File: src/rtl/dma_pkg.sv
// Shared DMA definitions: AXI4 encodings, 4KB page geometry and FSM state encoding.
// Used by both the read and write masters.
package dma_pkg;

   localparam logic [1:0] AXI_BURST_INCR = 2'b01;
   localparam logic [1:0] AXI_RESP_OKAY  = 2'b00;
   localparam logic [2:0] AXI_SIZE_4B    = 3'b010;

   localparam int PAGE_BYTES = 4096;
   localparam int PAGE_WORDS = PAGE_BYTES / 4;
   localparam int WORDS_W    = 14;   // remaining-word counter, max 16383 words

   typedef enum logic [1:0] {
      ST_IDLE = 2'd0,
      ST_ADDR = 2'd1,
      ST_DATA = 2'd2,
      ST_DONE = 2'd3
   } dma_state_e;

endpackage

File: src/rtl/dma_burst_calc.sv
// Burst sizing: beats = min(words left, MAX_BURST, words left in the current 4KB page).
// Purely combinational; arlen is beats-1 and is meaningless when words is 0.
module dma_burst_calc
   import dma_pkg::*;
#(
   parameter int MAX_BURST = 16
) (
   input  logic [WORDS_W-1:0] words,
   input  logic [9:0]         page_word_offset,
   output logic [8:0]         beats,
   output logic [7:0]         arlen
);

   localparam logic [WORDS_W-1:0] MAX_WORDS = WORDS_W'(MAX_BURST);

   logic [10:0]        page_words_left;
   logic [WORDS_W-1:0] cap;

   always_comb begin
      page_words_left = 11'(PAGE_WORDS) - {1'b0, page_word_offset};
      cap = (words < MAX_WORDS) ? words : MAX_WORDS;
      if (WORDS_W'(page_words_left) < cap) begin
         cap = WORDS_W'(page_words_left);
      end
      beats = 9'(cap);
      arlen = 8'(beats - 9'd1);
   end

endmodule

File: src/rtl/dma_axi4_read_master.sv
// DMA read-side AXI4 master: splits a byte-count transfer into 4KB-safe INCR bursts
// (one outstanding) and streams R beats into the data FIFO, pulsing read_done at the end.
module dma_axi4_read_master
   import dma_pkg::*;
#(
   parameter int         ADDR_W    = 32,
   parameter int         DATA_W    = 32,
   parameter int         MAX_BURST = 16,
   parameter logic [3:0] AXI_ID    = 4'd0
) (
   input  logic              clk,
   input  logic              rst_n,
   input  logic              start_read,
   input  logic [15:0]       r_size_data,
   input  logic [ADDR_W-1:0] raddr_reg,
   output logic              read_done,
   output logic              rd_error,
   output logic              busy,
   output logic [3:0]        m_axi_arid,
   output logic [ADDR_W-1:0] m_axi_araddr,
   output logic [7:0]        m_axi_arlen,
   output logic [2:0]        m_axi_arsize,
   output logic [1:0]        m_axi_arburst,
   output logic              m_axi_arvalid,
   input  logic              m_axi_arready,
   input  logic [DATA_W-1:0] m_axi_rdata,
   input  logic [1:0]        m_axi_rresp,
   input  logic              m_axi_rlast,
   input  logic              m_axi_rvalid,
   output logic              m_axi_rready,
   output logic              fifo_wr_en,
   output logic [DATA_W-1:0] fifo_wdata,
   input  logic              fifo_full
);

   dma_state_e         state_q, state_d;
   logic [ADDR_W-1:0]  addr_q, addr_d;
   logic [WORDS_W-1:0] words_q, words_d;
   logic [8:0]         beat_q, len_q, calc_beats;
   logic [7:0]         arlen_q, calc_arlen;
   logic               rd_error_q;
   logic               start_ok, ar_fire, r_fire, last_beat, burst_end;

   assign start_ok  = (state_q == ST_IDLE) && start_read;
   assign ar_fire   = m_axi_arvalid && m_axi_arready;
   assign r_fire    = m_axi_rvalid && m_axi_rready;
   assign last_beat = ((beat_q + 9'd1) == len_q);
   assign burst_end = r_fire && last_beat;

   // Next address/word count; the burst calculator looks at these so the new
   // arlen can be registered on the same edge that enters ADDR.
   always_comb begin
      // NOTE: every combinational output gets a default first, so no path can infer a latch.
      addr_d  = addr_q;
      words_d = words_q;
      if (start_ok) begin
         addr_d  = raddr_reg & ~ADDR_W'(3);
         words_d = WORDS_W'(r_size_data >> 2);
      end else if (r_fire) begin
         words_d = words_q - WORDS_W'(1);
         if (last_beat) begin
            addr_d = addr_q + ADDR_W'({len_q, 2'b00});
         end
      end
   end

   dma_burst_calc #(
      .MAX_BURST (MAX_BURST)
   ) u_burst_calc (
      .words            (words_d),
      .page_word_offset (addr_d[11:2]),
      .beats            (calc_beats),
      .arlen            (calc_arlen)
   );

   always_ff @(posedge clk or negedge rst_n) begin
      if (!rst_n) begin
         state_q <= ST_IDLE;
      end else begin
         // NOTE: sequential state uses non-blocking assignments so every flop samples pre-edge values.
         state_q <= state_d;
      end
   end

   always_comb begin
      state_d = state_q;
      unique case (state_q)
         ST_IDLE: if (start_read)    state_d = (words_d == '0) ? ST_DONE : ST_ADDR;
         ST_ADDR: if (m_axi_arready) state_d = ST_DATA;
         ST_DATA: if (burst_end)     state_d = (words_d == '0) ? ST_DONE : ST_ADDR;
         ST_DONE:                    state_d = ST_IDLE;
         default:                    state_d = ST_IDLE;
      endcase
   end

   // Handshake outputs decode the state register directly, so an async reset drops them at once.
   always_comb begin
      m_axi_arvalid = (state_q == ST_ADDR);
      m_axi_rready  = (state_q == ST_DATA) && !fifo_full;
      read_done     = (state_q == ST_DONE);
      busy          = (state_q != ST_IDLE);
   end

   always_ff @(posedge clk or negedge rst_n) begin
      if (!rst_n) begin
         addr_q     <= '0;
         words_q    <= '0;
         beat_q     <= '0;
         len_q      <= '0;
         arlen_q    <= '0;
         rd_error_q <= 1'b0;
      end else begin
         addr_q  <= addr_d;
         words_q <= words_d;
         if ((state_d == ST_ADDR) && (state_q != ST_ADDR)) begin
            len_q   <= calc_beats;
            arlen_q <= calc_arlen;
         end
         if (ar_fire) begin
            beat_q <= '0;
         end else if (r_fire) begin
            beat_q <= beat_q + 9'd1;
         end
         // The beat count ends the burst; rlast and rresp only raise the sticky error.
         if (start_ok) begin
            rd_error_q <= 1'b0;
         end else if (r_fire && ((m_axi_rresp != AXI_RESP_OKAY) || (m_axi_rlast != last_beat))) begin
            rd_error_q <= 1'b1;
         end
      end
   end

   assign rd_error      = rd_error_q;
   assign m_axi_arid    = AXI_ID;
   assign m_axi_araddr  = addr_q;
   assign m_axi_arlen   = arlen_q;
   assign m_axi_arsize  = AXI_SIZE_4B;
   assign m_axi_arburst = AXI_BURST_INCR;
   assign fifo_wr_en    = r_fire;
   assign fifo_wdata    = m_axi_rdata;

endmodule

File: config.mk
export PLATFORM = sky130hd
export DESIGN_NAME = dma_axi4_read_master
export DESIGN_NICKNAME = d
export VERILOG_FILES = /design/src/rtl/dma_pkg.sv /design/src/rtl/dma_burst_calc.sv /design/src/rtl/dma_axi4_read_master.sv
export SDC_FILE = /design/constraint.sdc
export NUM_CORES = 1
export LEC_CHECK = 0
export ABC_AREA = 0
export CAP_MARGIN = 30
export CELL_PAD_IN_SITES_DETAIL_PLACEMENT = 0
export CELL_PAD_IN_SITES_GLOBAL_PLACEMENT = 1
export CORE_UTILIZATION = 37
export DETAILED_ROUTE_END_ITERATION = 7
export PLACE_DENSITY = 0.91
export SETUP_SLACK_MARGIN = 0.2
export SLEW_MARGIN = 25
export SYNTH_ARGS = -nofsm -noshare
export SYNTH_HDL_FRONTEND = slang
export SYNTH_SLANG_ARGS = --single-unit
File: constraint.sdc
create_clock -name clk -period 12.4 [get_ports clk]
set_clock_uncertainty 0.2 [all_clocks]
set_input_delay 2.48 -clock clk [delete_from_list [all_inputs] [get_ports clk]]
set_output_delay 2.48 -clock clk [all_outputs]
set_load 0.02 [all_outputs]
==> results.sh <==
export IMPL_path_cells="clkdlybuf4s50_1 > nand4bb_1 > buf_4 > nor4b_2 > a21boi_4 > mux2_2 > or4_4 > nor4_1 > xnor2_1 > ha_1 > a21o_1 > a21oi_1 > nor2b_1 > o21ai_0 > nand2_1 > a31oi_1 > o21ai_2 > a31oi_1 > ha_1 > o21ai_0 > xor2_1 > o211ai_1"
export IMPL_area_sequential_um2=1830
export IMPL_required_ps=12450
export IMPL_synth_edff_count=0
export IMPL_syn_area_um2=5600
export IMPL_slew_violations=0
export IMPL_n_antenna_cell=0
export IMPL_start_kind="input pin"
export IMPL_nets=835
export IMPL_r2r_start="beat_q[0]"
export IMPL_ys_seq_area_share_pct=32.6
export IMPL_post_route_drc_count=21
export IMPL_hold_class="register to register"
export IMPL_synthCells=668
export IMPL_fp_row_count=44
export IMPL_multi_input_area_um2=3320
export IMPL_htreeDepth=3
export IMPL_place_inst=896
export IMPL_drtPass1Iterations=6
export IMPL_finalSetupViolCount=0
export IMPL_critPathLaunch="fifo_full"
export IMPL_die_w_um=125
export IMPL_r2r_setup_slack_ps=5490
export IMPL_dpl_cell_area_um2=6430
export IMPL_drv_cap=0
export IMPL_clk_latency_ps=340
export IMPL_area_growth_pct=20.7
export IMPL_die_area_um2=15600
export IMPL_post_drt_wl_per_cell_um=16.5
export IMPL_grt_max_degree=74
export IMPL_groute_usage_overall_pct=19.6
export IMPL_synth_warnings=0
export IMPL_vdd_drop_max_mv=0.169
export IMPL_ys_flop_type="dfrtp_1"
export IMPL_finalCritPeriodShare_pct=67.9
export IMPL_rsz0062_at_grt="no"
export IMPL_cts_buffer_depth=2
export IMPL_num_fill_cells=1439
export IMPL_core_area_um2=14600
export IMPL_worst_slack_ps=3980
export IMPL_tightest_slew_ps=792
export IMPL_viasPerCell=5.52
export IMPL_grt_remaining_overflow=0
export IMPL_status="finished with violations"
export IMPL_synthDistinctLibCells=75
export IMPL_setup_tns_ps=0
export IMPL_end_kind="register"
export IMPL_synth_most_common_cell="nand2_1"
export IMPL_hold_viol_final=0
export IMPL_max_freq_mhz=119
export IMPL_grt_pass1_vias=4736
export IMPL_drtIter0Drc=388
export IMPL_ios=176
export IMPL_arrival_ps=8460
export IMPL_p_leak_nw=2.72
export IMPL_violations="design-rule violations"
export IMPL_cts_buffers=9
export IMPL_slew_headroom_pct=46.8
export IMPL_die_y_um=125
export IMPL_synth_area_leaders="dfrtp_1 (33%), nand2_1 (6.4%), buf_4 (6.0%)"
export IMPL_critPathMaxStageDelay_ps=600
export IMPL_worst_path_max_delay_cell="or4_4"
export IMPL_synth_seq_cells=73
export IMPL_cts_setup_buffers=0
export IMPL_rr_worst_depth=26
export IMPL_hold_slack_ps=292
export IMPL_netlist_top_cells_count="nand2_1 (95), dfrtp_1 (73), o21ai_0 (60), buf_4 (45), nor2_1 (39)"
export IMPL_antenna_found_initial=0
export IMPL_power_density_nw_per_um2=261
export IMPL_cts_root_buf="clkbuf_16"
export IMPL_via_count=5036
export IMPL_critical_path_class="input pin to register"
export IMPL_portBuffers=96
export IMPL_synth_async_reset_ratio_pct=100
export IMPL_r2r_end="m_axi_arlen[6]"
export IMPL_dp_slack_ps=3720
export IMPL_design_area_um2=6760
export IMPL_clk_pin_slew_ps=60
export IMPL_fin_cells=912
export IMPL_cts_tree="built"
export IMPL_drt_total_wl_mm=15.0
export IMPL_fin_crit_ps=8420
export IMPL_hold_buffers=0
export IMPL_yosysTopAreaCellShare_pct=32.6
export IMPL_synth_top_area_cell="dfrtp_1"
export IMPL_cts_resized_gates=0
export IMPL_grt_pass1_wl_mm=24.4
export IMPL_syn_avg_cell_area_um2=8.39
export IMPL_cts_sinks=73
export IMPL_routabilityCongestion=0.891
export IMPL_cp_endpoint="m_axi_arlen[6]"
export IMPL_drive_gt1_share_pct=6.32
export IMPL_path_max_fanout=21
export IMPL_ant_nets=0
export IMPL_dp_hpwl_mm=11.1
export IMPL_initial_core_util_pct=38.3
## through the flow
step                power [mW]  utilization (%)
floorplan                 1.15                -
global placement          1.45             43.9
detailed placement        1.46             43.9
CTS                       1.76             46.1
global route              1.90             46.2
finish                    1.76             46.2
## power by group
part | switching (mW) | leakage [nW] | total (mW) | internal (mW)
Combinational | 0.569 | 1.65 | 1.01 | 0.439
Clock | 0.104 | 0.162 | 0.290 | 0.186
Sequential | 0.123 | 0.908 | 0.465 | 0.342
Total | 0.795 | 2.72 | 1.76 | 0.968
## worst max-delay path: cells and delay by family
family	cells	cell delay [ps]
buf+inv	2	650
compound gates	9	2140
xor+xnor	2	440
mux	1	500
simple gates	6	1570
fa+ha+maj	2	650
## cell families after synthesis
kind of cell,after synthesis,synth area share [%]
mux,9,1.81
flops,73,32.6
fa+ha+maj,23,5.27
xor+xnor,44,7.13
simple gates,257,23.5
other cells,2,0.134
compound gates,173,20.4
buf+inv,87,9.22
## registers in the layout (all words and copies together) (netlist names)
name	count
m_axi_araddr	30
words_q	14
beat_q	9
len_q	9
m_axi_arlen	8
state_q	2
rd_error	1
## area by class of cell
class                           instances  share of cell area [%]
Clock buffer                           11                    3.74
Clock inverter                          5                    1.15
Inverter                               16                   0.888
Multi-Input combinational cell        523                    49.1
Sequential cell                        73                    27.0
Tap cell                              184                    3.41
Timing Repair Buffer                  100                    14.7
## routing by layer
layer,GRT usage [%],up-vias,share of wire [%]
met5,0,-,0
met4,5.81,0,1.6
met3,2.91,17,4.4
met2,32.7,103,48
met1,26.2,2445,46
li1,-,2471,-
## cells in the final DEF (no fill, tap or decap), drive strengths merged, types with 16 or more instances in the layout
| master | instances |
|---|---|
| nand3 | 16 |
| nor2 | 40 |
| a21oi | 17 |
| o21ai | 65 |
| conb | 17 |
| ha | 22 |
| dfrtp | 73 |
| nand2 | 95 |
| xor2 | 22 |
| xnor2 | 21 |
| clkdlybuf4s50 | 95 |
## worst min-delay path by stage
stage	slack, ps	end	startpoint	cells after the start
2_1_floorplan	270	beat_q[8]	beat_q[8]	1
3_3_place_gp	280	rd_error	rd_error	2
3_5_place_dp	270	m_axi_arlen[5]	m_axi_arlen[5]	2
4_1_cts	300	rd_error	rd_error	2
5_1_grt	320	rd_error	rd_error	2
6_report	290	m_axi_arlen[3]	m_axi_arlen[3]	2
No activity file was read; power rests on OpenSTA's default activity.
==> edit 1 (same settings) <==
Register the output `rd_error` once more; this adds one clock of latency there. The other outputs are not delayed to match.
--- a/src/rtl/dma_axi4_read_master.sv
+++ b/src/rtl/dma_axi4_read_master.sv
@@ -132,3 +132,9 @@
 
-   assign rd_error      = rd_error_q;
+   always_ff @(posedge clk or negedge rst_n) begin
+      if (!rst_n) begin
+         rd_error <= '0;
+      end else begin
+         rd_error <= rd_error_q;
+      end
+   end
    assign m_axi_arid    = AXI_ID;
Behaviour: not the same (a bounded check fails within 4 cycles, from zero or initial values and one cycle with rst_n low).
==> edit 1 against the unedited design <==
The flow still finishes with violations (design-rule violations). Fmax decreased by 0.52%. Design area increased by 0.81%. Worst setup slack got worse by 0.044 ns. Power increased by 2.2%. Cell count unchanged. Sequential cell count increased by 1. First-iteration DRC count decreased by 14%. Count of clock-buffer cells in the layout unchanged. Register-to-register slack got worse by 0.04 ns. Synthesized cell count increased by 0.15%. Synthesized area increased by 0.45%. Routed wire length increased by 0.72%. Critical path type unchanged. Largest cell class unchanged. Highest routed layer unchanged.
==> edit 1: results <==
status:
  status: "finished, violations left"
  violations: "design-rule violations"
detailed_routing:
  drc: 8
  drtIter0Drc: 333
  via_count: 5053
  finalWirelength_um: 15100
  dr.pass1.iters: 7
cts:
  post_cts_buffers: 0
  post_cts_resized: 0
  clk_latency_ns: 0.34
  clock_path_buffers: 2
  cts_made_buffers: 9
  htreeDepth: 3
  clockRootBuffer: "clkbuf_16"
hold_path:
  hp-class: "reg -> reg"
  worstHoldStart: "rd_error_q"
  holdPathStages: 0
  hold_end: "rd_error"
power_and_ir_drop:
  p_leak_uw: 0.00275
  irDropWorstVdd_v: 0.000141
  switching_share_pct: 44.1
worst_setup_path:
  rrSetupSlack_ns: 5.45
  reg2reg_to: "m_axi_arlen[6]"
  rr_worst_depth: 23
  cp_slowest_cell: "nor3b_4"
  critPathMaxFanout: 46
  worstPathArrival_ns: 8.50
final_layout:
  drive_gt1_share_pct: 6.04
  layout.nets: 835
  diodes: 0
  n_fill_cell: 1392
place:
  hpwl_um: 11000
  routabilityCongestion: 0.854
  post-place-cells: 896
  numPortBuffers: 96
  place_ws_ns: 3.66
global_routing:
  globalRouteTotalUtil_pct: 20.0
  grt_start_max_net_pins: 75
  grt_pass1_wl_um: 24900
  grt_pass1_vias: 4860
sta:
  worstMarginPinSlew_ns: 0.721
synthesis:
  postSynthRegisterBits: 74
  synthTopCellsByCount: "nand2_1, dfrtp_1, o21ai_0"
  synth_area_leaders: "dfrtp_1, nand2_1, buf_4"
  postSynthAreaPerCell_um2: 8.41
  ys_seq_area_share_pct: 32.9
edit 1: cell count changes after synthesis, sizes merged:
| cell | change |
|---|---|
| dfrtp | +1 |
edit 1: kinds of logic (layout without fill, tap and decap cells):
| group | count (synthesis) | in the layout | synth area share, % |
|---|---|---|---|
| buf+inv | 87 | 131 | 9.18 |
| fa+ha+maj | 23 | 23 | 5.25 |
| flops | 74 | 74 | 32.9 |
| other cells | 2 | 17 | 0.133 |
| mux | 9 | 9 | 1.80 |
| xor+xnor | 44 | 44 | 7.09 |
| compound gates | 173 | 173 | 20.3 |
| simple gates | 257 | 257 | 23.3 |
edit 1: cell type report:
cell class | count | area share (%)
clock buffer | 11 | 3.56
timing repair buffer | 99 | 14.4
inverter | 16 | 0.881
multi-input combinational | 523 | 48.7
tap | 184 | 3.38
clock inverter | 5 | 1.84
sequential | 74 | 27.2
edit 1: worst max path at each step:
stage                     from              to  slack [ns]  cells past startpoint
floorplan            fifo_full  m_axi_arlen[2]        5.01                     19
global placement     fifo_full  m_axi_arlen[2]        3.70                     20
detailed placement  start_read  m_axi_arlen[6]        3.66                     21
CTS                 start_read  m_axi_arlen[6]        3.97                     21
global route        start_read  m_axi_arlen[6]        3.41                     21
finish              start_read  m_axi_arlen[6]        3.94                     21
edit 1: power by group through the flow:
| stage | registers [uW] | logic [uW] | clock network (uW) |
|---|---|---|---|
| floorplan | 509 | 649 | 0 |
| global placement | 467 | 986 | 0 |
| detailed placement | 471 | 996 | 0 |
| CTS | 468 | 1010 | 329 |
| global route | 488 | 1120 | 338 |
| finish | 470 | 1010 | 323 |
edit 1: worst max-delay path, delay by kind of cell:
| kind | cells | cell delay, ns |
|---|---|---|
| compound gates | 9 | 2.24 |
| fa+ha+maj | 2 | 0.69 |
| buf+inv | 3 | 1.21 |
| xor+xnor | 2 | 0.44 |
| simple gates | 5 | 1.40 |
edit 1: routing by layer:
metal	routed length (um)	track usage (%)	vias up
li1	-	-	2467
met1	6970	25.9	2437
met2	7210	33.3	128
met3	656	4.11	21
met4	314	6.53	0
met5	0	0	-
edit 1: per-stage QoR:
stage          area (um2)  hold WS, ns
3_3_place_gp         6440        0.172
2_1_floorplan        5680        0.154
6_report             6820        0.188
4_1_cts              6810        0.192
5_1_grt              6820        0.225
3_5_place_dp         6440        0.177
==> edit 2 (same flow settings) <==
Without the edit above. Set the parameter `ADDR_W` to 48 (it was 32).
--- a/src/rtl/dma_axi4_read_master.sv
+++ b/src/rtl/dma_axi4_read_master.sv
@@ -5,3 +5,3 @@
 #(
-   parameter int         ADDR_W    = 32,
+   parameter int         ADDR_W    = 48,
    parameter int         DATA_W    = 32,
Interface: changed (resized m_axi_araddr and raddr_reg); port bits go from 176 to 208. No check against the original RTL was run, so the function may have changed too.
==> edit 2 against the unedited design <==
Critical path depth up 3. Routed wire length grew 19%. Worst setup slack worse by 0.94 ns. Sequential cell count up 16. Largest power group unchanged. Power grew 16%. Critical endpoint unchanged. Design area increased by 18%. Synthesized area grew 15%.
==> edit 2: results <==
status:
  status: "completed"
hold_path:
  holdPathStages: 2
  hold_end: "rd_error"
  worstHoldStart: "rd_error"
place:
  routabilityCongestion: 0.862
  numPortBuffers: 128
  hpwl_um: 13100
worst_setup_path:
  rrSetupSlack_ns: 4.78
  rr_worst_depth: 25
  critPathMaxFanout: 25
  r2r_start: "beat_q[0]"
  worstPathArrival_ns: 9.38
  reg2reg_to: "m_axi_arlen[6]"
global_routing:
  grt_pass1_wl_um: 28300
  grt_start_max_net_pins: 77
  globalRouteTotalUtil_pct: 20.0
  antenna_found_initial: 0
  grt_pass1_vias: 5491
synthesis:
  synth_compound_area_share_pct: 18.6
  synthMuxAreaShare_pct: 1.12
  synth_fa_ha_area_share_pct: 4.57
  synth_cell_types: 75
  synth_area_leaders: "dfrtp_1, nand2_1, buf_4"
  synthTopCellsByCount: "nand2_1, dfrtp_1, o21ai_0"
  synth_xor_area_share_pct: 7.96
  ys_seq_area_share_pct: 34.5
  yosys_warnings: 0
final_layout:
  layout.nets: 985
  diodes: 0
  n_fill_cell: 1678
  largest_register_ffs: 46
  drive_gt1_share_pct: 5.68
cts:
  clock_path_buffers: 2
  clk_latency_ns: 0.36
  post_cts_buffers: 0
  htreeDepth: 3
detailed_routing:
  via_count: 5802
  post_drt_wl_per_cell_um: 16.5
  drtIter0Drc: 413
  dr.pass1.iters: 4
sta:
  worstMarginPinSlew_ns: 1.00
power_and_ir_drop:
  p_leak_uw: 0.00321
  irDropWorstVdd_v: 0.000119
==> edit 2: cell count changes after synthesis, moves of 7 or more <==
| cell | delta |
|---|---|
| o31ai_1 | -9 |
| nand2_1 | +22 |
| a21oi_1 | +12 |
| xor2_1 | +7 |
| nand3_1 | +12 |
| nor2_1 | +14 |
| dfrtp_1 | +16 |
==> edit 2: cells by family (layout without fill, tap and decap cells) <==
kind of cell | after synthesis | after routing
simple gates | 318 | 318
compound gates | 178 | 178
xor+xnor | 57 | 57
mux | 7 | 7
buf+inv | 96 | 173
other cells | 2 | 17
flops | 89 | 89
fa+ha+maj | 23 | 23
==> edit 2: worst max path at each step <==
stage               depth (start not counted)       from        endpoint
CTS                                        24  fifo_full  m_axi_arlen[6]
detailed placement                         24  fifo_full  m_axi_arlen[6]
global route                               25  fifo_full  m_axi_arlen[4]
finish                                     25  fifo_full  m_axi_arlen[6]
floorplan                                  27  fifo_full  m_axi_arlen[6]
global placement                           25  fifo_full  m_axi_arlen[6]
==> edit 2: worst max-delay path, cell delays in order <==
cell and delay (ns):
clkdlybuf4s50_1 0.41, nand4bb_1 0.18, buf_4 0.25, nor4_1 0.53, o2111a_4 0.40, nor2_4 0.12
a221o_1 0.42, inv_1 0.11, ha_1 0.18, nand2_1 0.07, a211oi_1 0.58, nand3_1 0.19
xor2_1 0.27, ha_1 0.28, nor2b_1 0.13, o21ai_0 0.15, nand2b_1 0.08, a221oi_1 0.69
and3_1 0.66, nor2_1 0.10, a21oi_1 0.33, ha_1 0.29, and2_1 0.18, and3b_1 0.16
o211ai_1 0.09
==> edit 2: metrics by stage <==
step | hold slack (ns) | area [um2] | total power, uW | worst slack, ns | std cells
3_3_place_gp | 0.262 | 7660 | 1740 | 2.99 | 1066
3_5_place_dp | 0.282 | 7660 | 1760 | 2.82 | 1066
2_1_floorplan | 0.283 | 6520 | 1370 | 4.48 | 785
5_1_grt | 0.326 | 7960 | 2190 | 2.57 | 1082
6_report | 0.298 | 7960 | 2050 | 3.04 | 1082
4_1_cts | 0.307 | 7960 | 2050 | 3.14 | 1082
==> edit 2: layout make-up <==
cell class,instances,area [um2],share of cell area [%]
well taps,220,275,3.46
repair buffers,136,1340,16.8
clock inverters,6,68.8,0.864
clock buffers,10,229,2.88
flip-flops and latches,89,2230,28.0
multi-input cells,600,3740,47.0
inverters,21,78.8,0.990
==> edit 2: metal layers <==
metal / wire length, um / part of all wire (%) / track usage [%]
met1: 8180 / 46 / 27.0
met2: 8480 / 48 / 32.7
met3: 882 / 4.9 / 2.68
met4: 299 / 1.7 / 7.37
met5: 0 / 0 / 0
==> edit 2: where the power goes <==
part | switching, uW | total, uW | internal (uW)
sequential | 158 | 578 | 419
combinational | 672 | 1190 | 516
clock | 123 | 280 | 157
total | 954 | 2050 | 1090
